<file path="src/rtl/pipe_skid_stage.sv">
// Two-entry skid buffer pipeline stage with registered handshakes,
// flush, and a saturating back-pressure statistics counter.
module pipe_skid_stage #(
   parameter int unsigned       DATA_W    = 64,
   parameter logic [DATA_W-1:0] NOP_VALUE = {DATA_W{1'b0}},
   parameter int unsigned       CNT_W     = 16
) (
   input  logic              clk_i,
   input  logic              rst_ni,
   input  logic              in_valid_i,
   output logic              in_ready_o,
   input  logic [DATA_W-1:0] in_data_i,
   input  logic              flush_i,
   output logic              out_valid_o,
   input  logic              out_ready_i,
   output logic [DATA_W-1:0] out_data_o,
   input  logic              clr_cnt_i,
   output logic [CNT_W-1:0]  stall_cnt_o
);

   typedef enum logic [1:0] {
      EMPTY = 2'd0,
      ONE   = 2'd1,
      TWO   = 2'd2
   } state_e;

   state_e            state_q;
   logic [DATA_W-1:0] main_q;
   logic [DATA_W-1:0] skid_q;
   logic              vld_q;
   logic              rdy_q;
   logic [CNT_W-1:0]  cnt_q;
   logic [CNT_W-1:0]  cnt_d;
   logic              accept;
   logic              consume;

   assign accept  = in_valid_i & rdy_q;
   assign consume = vld_q & out_ready_i;

   assign in_ready_o  = rdy_q;
   assign out_valid_o = vld_q;
   assign out_data_o  = main_q;
   assign stall_cnt_o = cnt_q;

   // Handshake outputs are registered alongside the state so in_ready_o
   // never depends combinationally on out_ready_i.
   always_ff @(posedge clk_i or negedge rst_ni) begin
      if (!rst_ni) begin
         state_q <= EMPTY;
         main_q  <= NOP_VALUE;
         skid_q  <= '0;
         vld_q   <= 1'b0;
         rdy_q   <= 1'b1;
      end else if (flush_i) begin
         state_q <= EMPTY;
         main_q  <= NOP_VALUE;
         vld_q   <= 1'b0;
         rdy_q   <= 1'b1;
      end else begin
         unique case (state_q)
            EMPTY: begin
               if (accept) begin
                  state_q <= ONE;
                  main_q  <= in_data_i;
                  vld_q   <= 1'b1;
               end
            end
            ONE: begin
               if (accept && consume) begin
                  main_q <= in_data_i;
               end else if (accept) begin
                  state_q <= TWO;
                  skid_q  <= in_data_i;
                  rdy_q   <= 1'b0;
               end else if (consume) begin
                  state_q <= EMPTY;
                  main_q  <= NOP_VALUE;
                  vld_q   <= 1'b0;
               end
            end
            TWO: begin
               if (consume) begin
                  state_q <= ONE;
                  main_q  <= skid_q;
                  rdy_q   <= 1'b1;
               end
            end
            default: begin
               state_q <= EMPTY;
               main_q  <= NOP_VALUE;
               vld_q   <= 1'b0;
               rdy_q   <= 1'b1;
            end
         endcase
      end
   end

   always_comb begin
      cnt_d = cnt_q;
      if (clr_cnt_i) begin
         cnt_d = '0;
      end else if (vld_q && !out_ready_i && (cnt_q != '1)) begin
         cnt_d = cnt_q + CNT_W'(1);
      end
   end

   always_ff @(posedge clk_i or negedge rst_ni) begin
      if (!rst_ni) begin
         cnt_q <= '0;
      end else begin
         cnt_q <= cnt_d;
      end
   end

endmodule

</file>
<file path="config.mk">
export PLATFORM = sky130hd
export DESIGN_NAME = pipe_skid_stage
export DESIGN_NICKNAME = d
export VERILOG_FILES = /design/src/rtl/pipe_skid_stage.sv
export SDC_FILE = /design/constraint.sdc
export NUM_CORES = 1
export LEC_CHECK = 0
export BUFFER_PORTS_ARGS = -buffer_cell sky130_fd_sc_hd__buf_2
export CELL_PAD_IN_SITES_DETAIL_PLACEMENT = 1
export CELL_PAD_IN_SITES_GLOBAL_PLACEMENT = 2
export CORE_UTILIZATION = 33
export DETAILED_ROUTE_END_ITERATION = 12
export GPL_TIMING_DRIVEN = 0
export PLACE_DENSITY = 0.79
export SYNTH_ARGS = -nofsm -noshare
export SYNTH_HDL_FRONTEND = slang
export SYNTH_SLANG_ARGS = --single-unit
export TNS_END_PERCENT = 100
</file>
<file path="constraint.sdc">
create_clock -name clk_i -period 1.8 [get_ports clk_i]
set_input_delay 0.54 -clock clk_i [delete_from_list [all_inputs] [get_ports clk_i]]
set_output_delay 0.54 -clock clk_i [all_outputs]
set_load 0.005 [all_outputs]
</file>
==> impl_metrics.sql, run 1 <==
INSERT INTO impl_metrics (metric_group, metric, value, unit) VALUES
('floorplan', 'initial_util', '33.9', '%'),
('synth', 'post_synthesis_register_bit_count', '148', ''),
('hold_path', 'min_path_type', 'input pin to asynchronous set/reset pin', ''),
('timing', 'slew_violations', '0', ''),
('setup_path', 'critical_path_arrival', '2220', 'ps'),
('final_layout', 'fin_area', '9250', 'um2'),
('timing', 'maximum_clock_frequency', '517', 'MHz'),
('timing', 'worst_clock_skew', '12.5', 'ps'),
('power', 'p_total', '0.0121', 'W'),
('routing', 'avgRoutedWirePerCell', '19.9', 'um'),
('synth', 'synth_seq_area_share', '55.8', '%'),
('global_routing', 'wire_length_of_the_first_global_routing_pass', '29700', 'um'),
('global_routing', 'grt_antenna_before_repair', '0', ''),
('floorplan', 'floorplan.rows', '51', ''),
('timing', 'period_minus_slack', '1930', 'ps'),
('timing', 'timing.hold.ws', '133', 'ps'),
('power', 'relative_contribution_of_combinational_cells_to_total_power', '29.9', '%'),
('synth', 'syn-instance-count', '484', ''),
('timing', 'final.setup.worst_slack', '-134', 'ps'),
('global_routing', 'grt_overflow', '0', ''),
('setup_path', 'rr_startpoint', 'in_ready_o$_DFFE_PN1P_', ''),
('setup_path', 'critical_path_required', '2090', 'ps'),
('final_layout', 'multi_input_comb_area', '3090', 'um2'),
('setup_path', 'r2r_end', 'skid_q[15]$_DFFE_PN0P_', ''),
('synth', 'netlist.area_leader.share', '55.4', '%'),
('setup_path', 'cp-end-kind', 'flip-flop', ''),
('routing', 'postRouteWirelength', '19200', 'um'),
('clock_network', 'cts_buf_count', '17', ''),
('synth', 'synthTopCellsByArea', 'dfrtp_1 55%, mux2_4 14%, o2bb2ai_1 8.4%', ''),
('placement', 'dp.final_hpwl', '12100', 'um'),
('floorplan', 'io_pins', '152', ''),
('outcome', 'failed_checks', 'setup timing', ''),
('clock_network', 'clkLatencyLatePin', '410', 'ps'),
('job', 'max-cap-violations', '0', ''),
('clock_network', 'cts_buffer_depth', '2', ''),
('outcome', 'outcome', 'finished with violations', ''),
('routing', 'post_drt_via_cell_ratio', '5.29', ''),
('power', 'total_power_per_unit_cell_area', '1300', 'nW/um2'),
('routing', 'route.vias.total', '5090', ''),
('setup_path', 'worstRegToRegCells', '5', ''),
('synth', 'yosysWarningCount', '0', ''),
('placement', 'buffer_ports.inserted', '150', ''),
('placement', 'globalplace.congestion', '0.758', ''),
('timing', 'rsz_0062_raised_after_global_routing', 'true', ''),
('power', 'seq_power_share', '41.6', '%'),
('routing', 'drt-pass1-iter-count', '4', ''),
('routing', 'initialDrtViolationCount', '172', ''),
('global_routing', 'grt_use_total', '18.7', '%'),
('synth', 'post-synth-top-count-cell', 'dfrtp_1', ''),
('power', 'cellLeakagePower', '4.53', 'nW'),
('final_layout', 'num-nets-final', '757', ''),
('timing', 'setup_viol_count_final', '68', ''),
('placement', 'dpl_cell_area', '7760', 'um2'),
('power', 'net-switching-power', '0.00361', 'W'),
('setup_path', 'timing_worst_setup_path_type', 'flip-flop to flip-flop', ''),
('clock_network', 'h-tree-depth', '4', ''),
('clock_network', 'clock_sinks', '148', ''),
('routing', 'detail_route.drc_violations', '0', ''),
('setup_path', 'critical_path.max_fanout', '10', ''),
('timing', 'slew_headroom', '52.9', '%'),
('synth', 'synth_area_per_cell', '13.7', 'um2'),
('synth', 'number_of_library_cell_types_mapped_by_synthesis', '48', ''),
('timing', 'setup_total_negative_slack', '-6340', 'ps'),
('synth', 'async_set_reset_flop_share_out_of_synthesis', '100', '%'),
('routing', 'final_antenna_net_count', '0', ''),
('timing', 'timing.final.crit_share', '107', '%'),
('final_layout', 'seqCellArea', '3710', 'um2'),
('synth', 'synth_area_leader_cell', 'dfrtp_1', ''),
('power', 'power.share.clock', '28.4', '%'),
('timing', 'max_slew.worst_pin.slew', '707', 'ps'),
('synth', 'synth_enable_flop_cells', '0', '');
-- cell type report --
type | instances | share of cell area, %
Inverter | 2 | 0.0811
Clock inverter | 13 | 1.49
Multi-Input combinational cell | 295 | 33.4
Sequential cell | 148 | 40.1
Tap cell | 265 | 3.58
Timing Repair Buffer | 183 | 12.3
Clock buffer | 18 | 4.64
Buffer | 39 | 4.50
-- metrics by stage --
stage	cells	utilization, %
floorplan	484	-
detailed placement	900	39.6
CTS	952	44.5
finish	963	47.2
global placement	899	39.4
global route	963	47.2
-- power groups by stage --
stage | clock network [W] | registers, W | logic (W)
6_report | 0.00343 | 0.00502 | 0.00361
5_1_grt | 0.00367 | 0.00512 | 0.00391
4_1_cts | 0.00355 | 0.00495 | 0.00326
3_5_place_dp | 0 | 0.00499 | 0.00293
3_3_place_gp | 0 | 0.00493 | 0.00282
2_1_floorplan | 0 | 0.00486 | 0.00197
-- worst max-delay path, stage by stage (launching register included) --
cell	delay [ps]
dfstp_2	550
nand2_2	60
or4b_4	550
buf_12	190
buf_12	150
mux2_4	300
-- state kept, by name (all words and copies together), names as in the netlist --
signal       count
out_valid_o      1
stall_cnt_o     16
out_data_o      64
state_q          2
skid_q          64
in_ready_o       1
-- worst max-delay path by stage --
stage | startpoint | to | slack (ps) | depth (start not counted)
floorplan | out_ready_i | skid_q[0]$_DFFE_PN0P_ | -120 | 5
detailed placement | out_ready_i | out_data_o[44]$_DFFE_PN0P_ | -630 | 6
global placement | rst_ni | out_data_o[9]$_DFFE_PN0P_ | -1920 | 1
CTS | out_valid_o$_DFFE_PN0P_ | skid_q[58]$_DFFE_PN0P_ | -110 | 5
finish | in_ready_o$_DFFE_PN1P_ | skid_q[15]$_DFFE_PN0P_ | -130 | 5
global route | in_ready_o$_DFFE_PN1P_ | skid_q[63]$_DFFE_PN0P_ | -180 | 5
-- kinds of logic after synthesis --
group	share of synthesized area, %
xor+xnor	0.132
flops	55.8
simple gates	5.35
buf+inv	4.24
mux	14.6
compound gates	19.7
fa+ha+maj	0.188
-- cells in the final DEF, fill, tap and decap left out, types with 5 or more instances in the layout --
cell type and count:
a21oi_1 14, a22oi_1 63, mux2_4 60, or3_1 5
nand2_1 7, o2bb2ai_1 13, buf_4 23, clkbuf_16 18
nand4_1 8, dfrtp_1 145, buf_12 10, buf_6 11
buf_8 5, o2bb2ai_2 51, clkbuf_2 5, mux2_2 5
buf_2 150, clkbuf_4 12
-- layer usage --
layer	wire [um]	global-route usage, %	vias up
met5	0	0	-
li1	-	-	2293
met4	323	7.22	0
met3	730	3.87	24
met2	9630	30.8	136
met1	8480	24.0	2637
-- timing repair --
| action | CTS | global route |
|---|---|---|
| setup endpoints to repair | 138 | 133 |
| cloned | 2 | 1 |
| buffers inserted | 19 | 10 |
| hold endpoints to repair | 0 | 0 |
| resized for setup | 54 | 98 |
| pin swaps | 4 | 6 |
| hold buffers | 0 | 0 |
No activity file was read; power rests on OpenSTA's default activity.
==> run 2, diff against run 1 <==
--- a/config.mk
+++ b/config.mk
@@ -8,6 +8,7 @@
 export BUFFER_PORTS_ARGS = -buffer_cell sky130_fd_sc_hd__buf_2
 export CELL_PAD_IN_SITES_DETAIL_PLACEMENT = 1
 export CELL_PAD_IN_SITES_GLOBAL_PLACEMENT = 2
+export CORE_ASPECT_RATIO = 1.4
 export CORE_UTILIZATION = 33
 export DETAILED_ROUTE_END_ITERATION = 12
 export GPL_TIMING_DRIVEN = 0
==> run 2 against run 1 <==
Effect of this change: the flow still finishes with violations (setup timing); combinational power hardly changed; register-to-register slack better by 70 ps; sequential power hardly changed; non-clock buffer count is 1 higher; final area hardly changed; die area hardly changed; global-route usage is 0.24 points higher; clock skew hardly changed; first-iteration DRC count is 10% higher; via count is 0.12% higher; critical endpoint is now skid_q[50]$_DFFE_PN0P_; largest cell class unchanged; largest power group unchanged.
==> impl_metrics.sql, run 2 (same netlist as run 1, synthesis figures left out) <==
INSERT INTO impl_metrics (metric_group, metric, value, unit) VALUES
('floorplan', 'floorplan.rows', '61', ''),
('floorplan', 'die_height', '170', 'um'),
('clock_network', 'tritoncts', 'yes', ''),
('setup_path', 'critical_path.startpoint', 'in_ready_o$_DFFE_PN1P_', ''),
('timing', 'rsz_0062_raised_after_global_routing', 'true', ''),
('final_layout', 'num-nets-final', '758', ''),
('global_routing', 'grt_start_max_net_pins', '96', ''),
('power', 'internal_power_summed_over_all_cells', '0.00849', 'W'),
('global_routing', 'wire_length_of_the_first_global_routing_pass', '30200', 'um'),
('floorplan', 'width_of_the_die', '122', 'um'),
('outcome', 'failed_checks', 'setup timing', ''),
('setup_path', 'timing_worst_setup_path_type', 'flip-flop to flip-flop', ''),
('placement', 'dpl_cell_area', '7740', 'um2'),
('setup_path', 'critical_path_required', '2110', 'ps'),
('clock_network', 'clock_tree.root_cell', 'clkbuf_16', ''),
('clock_network', 'cts_buf_count', '17', ''),
('power', 'total_power_per_unit_cell_area', '1330', 'nW/um2'),
('global_routing', 'grt_use_total', '19.0', '%'),
('final_layout', 'layout.cells.non_filler', '951', ''),
('routing', 'postRouteWirelength', '19300', 'um'),
('timing', 'final-hold-violation-count', '0', ''),
('power', 'net-switching-power', '0.00383', 'W'),
('timing', 'maximum_clock_frequency', '536', 'MHz'),
('setup_path', 'cp-end-kind', 'flip-flop', ''),
('setup_path', 'r2r_end', 'skid_q[50]$_DFFE_PN0P_', ''),
('final_layout', 'n_antenna_cell', '0', ''),
('power', 'ir_worst_vdd', '0.677', 'mV'),
('placement', 'pre_cts_setup_slack', '-624', 'ps'),
('clock_network', 'h-tree-depth', '4', ''),
('floorplan', 'die-area', '20700', 'um2'),
('final_layout', 'fill_cell_instance_count_of_the_final_layout', '2030', ''),
('setup_path', 'worst-r2r-setup-slack', '-70', 'ps'),
('routing', 'initialDrtViolationCount', '190', ''),
('final_layout', 'mostFrequentLayoutCells', '153 x buf_2, 145 x dfrtp_1, 62 x a22oi_1', ''),
('routing', 'post_drt_via_cell_ratio', '5.36', ''),
('timing', 'max_slew.worst_pin.slew', '891', 'ps'),
('routing', 'avgRoutedWirePerCell', '20.3', 'um'),
('power', 'relative_contribution_of_combinational_cells_to_total_power', '29.4', '%'),
('power', 'power.share.clock', '29.6', '%'),
('setup_path', 'worstSetupEndpoint', 'skid_q[50]$_DFFE_PN0P_', ''),
('setup_path', 'rr_startpoint', 'in_ready_o$_DFFE_PN1P_', ''),
('outcome', 'outcome', 'finished with violations', ''),
('final_layout', 'fin_area', '9260', 'um2'),
('routing', 'drt-pass1-iter-count', '4', ''),
('clock_network', 'clkLatencyLatePin', '430', 'ps'),
('clock_network', 'cts_buffer_depth', '2', ''),
('job', 'max-cap-violations', '0', ''),
('timing', 'period_minus_slack', '1870', 'ps'),
('floorplan', 'initial_util', '33.6', '%'),
('setup_path', 'worst_setup_path_start_kind', 'flip-flop', ''),
('timing', 'slew_violations', '0', ''),
('placement', 'place.detailed.instances', '887', ''),
('floorplan', 'core_region_area', '19800', 'um2'),
('global_routing', 'grt_antenna_before_repair', '0', ''),
('clock_network', 'post_cts_hold_buffer_count', '0', ''),
('placement', 'globalplace.congestion', '0.785', ''),
('power', 'power.share.switching', '31.1', '%'),
('timing', 'timing.final.crit_share', '104', '%'),
('routing', 'route.vias.total', '5096', ''),
('routing', 'final_antenna_net_count', '0', ''),
('hold_path', 'min_path_type', 'input pin to asynchronous set/reset pin', ''),
('routing', 'detail_route.drc_violations', '0', ''),
('setup_path', 'critical_path.max_fanout', '9', ''),
('global_routing', 'grt_overflow', '0', ''),
('placement', 'dp.final_hpwl', '12600', 'um'),
('timing', 'slew_headroom', '40.6', '%'),
('power', 'cellLeakagePower', '4.54', 'nW'),
('placement', 'buffer_ports.inserted', '150', ''),
('global_routing', 'grt_pass1_vias', '5590', ''),
('clock_network', 'clock_sinks', '148', ''),
('final_layout', 'area_delta_synth_final', '39.4', '%'),
('final_layout', 'post_route_cells_drive_above_1_share', '56.2', '%'),
('timing', 'setup_viol_count_final', '67', ''),
('timing', 'worst_clock_skew', '12.4', 'ps'),
('setup_path', 'worstRegToRegCells', '5', ''),
('setup_path', 'critical_path_arrival', '2180', 'ps'),
('clock_network', 'cts.clk_slew.worst_paths', '70', 'ps'),
('floorplan', 'io_pins', '152', ''),
('timing', 'final.setup.worst_slack', '-67.2', 'ps'),
('final_layout', 'layout_commonest_cell', 'buf_2', ''),
('power', 'seq_power_share', '40.9', '%');
[run 2: cell count changes in the layout (fill, tap and decap cells not counted), moves of 3 or more]
cell / delta
inv_8: +3
o2bb2ai_2: -4
inv_6: +4
buf_6: -7
clkinv_2: -4
buf_4: +11
o31ai_1: +3
buf_2: +3
clkbuf_4: -6
o2bb2ai_4: +6
[run 2: worst min path at each step]
stage,to
2_1_floorplan,out_data_o[0]$_DFFE_PN0P_
3_3_place_gp,out_data_o[59]$_DFFE_PN0P_
3_5_place_dp,out_data_o[41]$_DFFE_PN0P_
4_1_cts,skid_q[4]$_DFFE_PN0P_
5_1_grt,skid_q[3]$_DFFE_PN0P_
6_report,skid_q[3]$_DFFE_PN0P_
[run 2: worst max-delay path: stages, from the launching register on]
cell and delay [ps]:
dfstp_2 560, nand2_2 60, or4b_4 500, buf_12 180, clkbuf_16 170, mux2_4 290
[run 2: power groups by stage]
stage | clock network [W] | logic [W] | registers [W]
finish | 0.00365 | 0.00363 | 0.00505
global route | 0.00387 | 0.00393 | 0.00517
CTS | 0.00373 | 0.00320 | 0.00498
detailed placement | 0 | 0.00293 | 0.00501
global placement | 0 | 0.00281 | 0.00494
floorplan | 0 | 0.00197 | 0.00486
[run 2: layout make-up]
type	instances	area [um2]	area share, %
buffer	39	422	4.55
clock buffer	17	425	4.60
clock inverter	14	169	1.82
inverter	2	7.51	0.0811
multi-input combinational	295	3140	34.0
sequential	148	3710	40.0
tap	252	315	3.41
timing repair buffer	184	1070	11.5
[run 2: through the flow]
step                util [%]  total power [W]  TNS (ps)  hold WS [ps]
finish                  46.8           0.0123     -3250           180
detailed placement      39.2          0.00794    -60100           469
global route            46.8           0.0130     -8220           243
floorplan                  -          0.00683     -7140           244
CTS                     43.7           0.0119     -2770           226
global placement        39.0          0.00774   -341390           468
[run 2: metal layers]
layer | track usage (%) | wire length (um) | up-vias
met5 | 0 | 0 | -
met4 | 8.00 | 408 | 0
met3 | 4.66 | 919 | 26
met2 | 32.5 | 10200 | 132
met1 | 22.3 | 7770 | 2648
li1 | - | - | 2290
[run 2: what timing repair did]
action                                 4_1_cts  5_1_grt
resized for setup                           46      101
pin swaps                                    5        3
buffers inserted                            21       10
endpoints found under the hold margin        0        0
gates cloned                                 0        2
setup endpoints to repair                  141      137
==> run 3, diff against run 2 <==
--- a/config.mk
+++ b/config.mk
@@ -9,10 +9,10 @@
 export CELL_PAD_IN_SITES_DETAIL_PLACEMENT = 1
 export CELL_PAD_IN_SITES_GLOBAL_PLACEMENT = 2
 export CORE_ASPECT_RATIO = 1.4
-export CORE_UTILIZATION = 33
+export CORE_UTILIZATION = 30
 export DETAILED_ROUTE_END_ITERATION = 12
 export GPL_TIMING_DRIVEN = 0
-export PLACE_DENSITY = 0.79
+export PLACE_DENSITY = 0.73
 export SYNTH_ARGS = -nofsm -noshare
 export SYNTH_HDL_FRONTEND = slang
 export SYNTH_SLANG_ARGS = --single-unit
==> run 3 against run 2 <==
Effect of this change: the run still ends with setup timing left; non-clock buffer count down 7; hold slack lost 76 ps; global-route usage is 1.0 points lower; sequential cell count is the same; critical path depth stayed put; first-iteration DRC count down 1.1%; via count shrank 0.78%; combinational power is 7.4% lower; cell count increased by 4.0%; register-to-register slack got worse by 40 ps; routed wire length decreased by 0.41%; worst setup slack lost 39 ps; critical path type unchanged; largest power group unchanged.
==> impl_metrics.sql, run 3 (same netlist as run 1, synthesis figures left out) <==
INSERT INTO impl_metrics (metric_group, metric, value, unit) VALUES
('final_layout', 'seqCellArea', '3710', 'um2'),
('final_layout', 'post_route_cells_drive_above_1_share', '53.9', '%'),
('power', 'relative_contribution_of_combinational_cells_to_total_power', '27.7', '%'),
('final_layout', 'multi_input_comb_area', '2960', 'um2'),
('timing', 'period_minus_slack', '1910', 'ps'),
('clock_network', 'clkLatencyLatePin', '430', 'ps'),
('routing', 'initialDrtViolationCount', '188', ''),
('global_routing', 'wire_length_of_the_first_global_routing_pass', '31100', 'um'),
('global_routing', 'grt_use_total', '17.9', '%'),
('setup_path', 'rr_startpoint', 'in_ready_o$_DFFE_PN1P_', ''),
('floorplan', 'width_of_the_die', '128', 'um'),
('clock_network', 'post_cts_hold_buffer_count', '0', ''),
('timing', 'rsz_0062_raised_after_global_routing', 'true', ''),
('job', 'max-cap-violations', '0', ''),
('timing', 'worst_clock_skew', '7.99', 'ps'),
('power', 'cellLeakagePower', '4.44', 'nW'),
('final_layout', 'layout.cells.non_filler', '989', ''),
('routing', 'final_antenna_net_count', '0', ''),
('routing', 'detail_route.drc_violations', '0', ''),
('global_routing', 'grt_antenna_before_repair', '1', ''),
('timing', 'setup_viol_count_final', '68', ''),
('routing', 'route.vias.total', '5056', ''),
('timing', 'timing.final.crit_share', '106', '%'),
('outcome', 'outcome', 'finished with violations', ''),
('setup_path', 'timing_worst_setup_path_type', 'flip-flop to flip-flop', ''),
('placement', 'pre_cts_setup_slack', '-635', 'ps'),
('global_routing', 'grt_busiest_layer', 'met2', ''),
('clock_network', 'clock_tree.root_cell', 'clkbuf_16', ''),
('routing', 'post_drt_via_cell_ratio', '5.11', ''),
('power', 'net-switching-power', '0.00354', 'W'),
('timing', 'slew_violations', '0', ''),
('hold_path', 'min_path_type', 'input pin to asynchronous set/reset pin', ''),
('placement', 'buffer_ports.inserted', '150', ''),
('global_routing', 'grt_pass1_vias', '5535', ''),
('final_layout', 'n_antenna_cell', '0', ''),
('floorplan', 'initial_util', '30.5', '%'),
('clock_network', 'cts.clk_slew.worst_paths', '60', 'ps'),
('power', 'seq_power_share', '41.1', '%'),
('power', 'power.share.clock', '31.3', '%'),
('timing', 'max_slew.worst_pin.slew', '720', 'ps'),
('power', 'ir_worst_vdd', '0.662', 'mV'),
('clock_network', 'h-tree-depth', '4', ''),
('setup_path', 'cp-end-kind', 'flip-flop', ''),
('final_layout', 'finish.utilization', '41.7', '%'),
('global_routing', 'globalRouteMet1Util', '21.8', '%'),
('clock_network', 'cts_buffer_depth', '2', ''),
('final_layout', 'num-nets-final', '751', ''),
('power', 'total_power_per_unit_cell_area', '1340', 'nW/um2'),
('timing', 'slew_headroom', '52.0', '%'),
('setup_path', 'worst_setup_path_start_kind', 'flip-flop', ''),
('global_routing', 'globalRouteMet3Util', '4.20', '%'),
('setup_path', 'worst-r2r-setup-slack', '-110', 'ps'),
('placement', 'globalplace.congestion', '0.787', ''),
('floorplan', 'die_height', '178', 'um'),
('setup_path', 'critical_path_required', '2110', 'ps'),
('setup_path', 'worstRegToRegCells', '5', ''),
('timing', 'timing.hold.ws', '104', 'ps'),
('floorplan', 'core_region_area', '21800', 'um2'),
('clock_network', 'tritoncts', 'yes', ''),
('outcome', 'failed_checks', 'setup timing', ''),
('final_layout', 'area_delta_synth_final', '36.8', '%'),
('timing', 'maximum_clock_frequency', '524', 'MHz'),
('placement', 'dp.final_hpwl', '12900', 'um'),
('timing', 'final.setup.worst_slack', '-107', 'ps'),
('floorplan', 'floorplan.rows', '64', ''),
('timing', 'setup_total_negative_slack', '-5910', 'ps'),
('routing', 'drt-pass1-iter-count', '4', ''),
('final_layout', 'layout_commonest_cell', 'buf_2', ''),
('routing', 'avgRoutedWirePerCell', '19.5', 'um'),
('global_routing', 'grt_overflow', '0', ''),
('floorplan', 'die-area', '22700', 'um2'),
('final_layout', 'mostFrequentLayoutCells', '151 x buf_2, 141 x dfrtp_1, 64 x a22oi_1', ''),
('clock_network', 'cts_buf_count', '17', ''),
('setup_path', 'critical_path_arrival', '2220', 'ps'),
('global_routing', 'grt.met2_usage', '30.6', '%'),
('floorplan', 'io_pins', '152', ''),
('power', 'power.share.switching', '29.1', '%'),
('placement', 'place.detailed.instances', '932', ''),
('timing', 'final-hold-violation-count', '0', ''),
('setup_path', 'critical_path.max_fanout', '10', ''),
('final_layout', 'fill_cell_instance_count_of_the_final_layout', '2312', ''),
('clock_network', 'clock_sinks', '148', ''),
('power', 'internal_power_summed_over_all_cells', '0.00861', 'W'),
('routing', 'postRouteWirelength', '19300', 'um'),
('global_routing', 'grt_start_max_net_pins', '76', ''),
('setup_path', 'r2r_end', 'skid_q[40]$_DFFE_PN0P_', '');
## run 3: cell types whose count changed in the layout (fill, tap and decap cells not counted), sizes merged
cell,before,now
buf,207,196
clkbuf,33,39
inv,9,3
clkinv,2,5
bufinv,2,4
clkinvlp,3,2
## run 3: worst max-delay path by stage
stage                                start                         end  slack [ps]  cells after the start
finish              in_ready_o$_DFFE_PN1P_      skid_q[40]$_DFFE_PN0P_        -110                      5
global route        in_ready_o$_DFFE_PN1P_      skid_q[14]$_DFFE_PN0P_        -150                      5
CTS                 in_ready_o$_DFFE_PN1P_      skid_q[18]$_DFFE_PN0P_         -90                      5
detailed placement             out_ready_i  out_data_o[41]$_DFFE_PN0P_        -630                      6
global placement                    rst_ni      skid_q[17]$_DFFE_PN0P_       -1960                      1
floorplan                      out_ready_i       skid_q[0]$_DFFE_PN0P_        -120                      5
## run 3: routing by layer
metal  wire length [um]  part of all wire (%)  up-vias
met5                 16                 0.083        -
met4                345                   1.8        2
met3                704                   3.7       26
met2              10100                    52      115
met1               8130                    42     2642
li1                   -                     -     2271
## run 3: area by class of cell
| cell class | instances | area share [%] |
|---|---|---|
| buffer | 39 | 4.28 |
| clock buffer | 19 | 4.88 |
| clock inverter | 12 | 1.98 |
| inverter | 2 | 0.0827 |
| multi-input combinational | 295 | 32.6 |
| sequential | 148 | 40.9 |
| tap | 297 | 4.09 |
| timing repair buffer | 177 | 11.2 |
## run 3: worst max-delay path: stages (launching register included)
cell and delay (ps):
dfstp_2 580, nand2_2 70, or4b_4 500, buf_12 180, buf_12 150, mux2_4 300
## run 3: repair_timing
item	CTS	global route
gates resized for setup	49	62
endpoints found under the setup margin	142	135
pin swaps	5	9
endpoints found under the hold margin	0	0
setup buffers	18	7
cloned	0	1
## run 3: stage by stage
stage	power [W]	instance area [um2]
after global placement	0.00777	7770
after global routing	0.0128	9080
after detailed placement	0.00793	7800
after CTS	0.0121	8750
final	0.0122	9080
after floorplan	0.00683	6640
## run 3: power groups by stage
stage | Combinational, W | Clock (W) | Sequential, W
final | 0.00336 | 0.00380 | 0.00499
after global routing | 0.00367 | 0.00403 | 0.00513
after CTS | 0.00324 | 0.00390 | 0.00496
after detailed placement | 0.00295 | 0 | 0.00498
after global placement | 0.00283 | 0 | 0.00493
after floorplan | 0.00197 | 0 | 0.00486
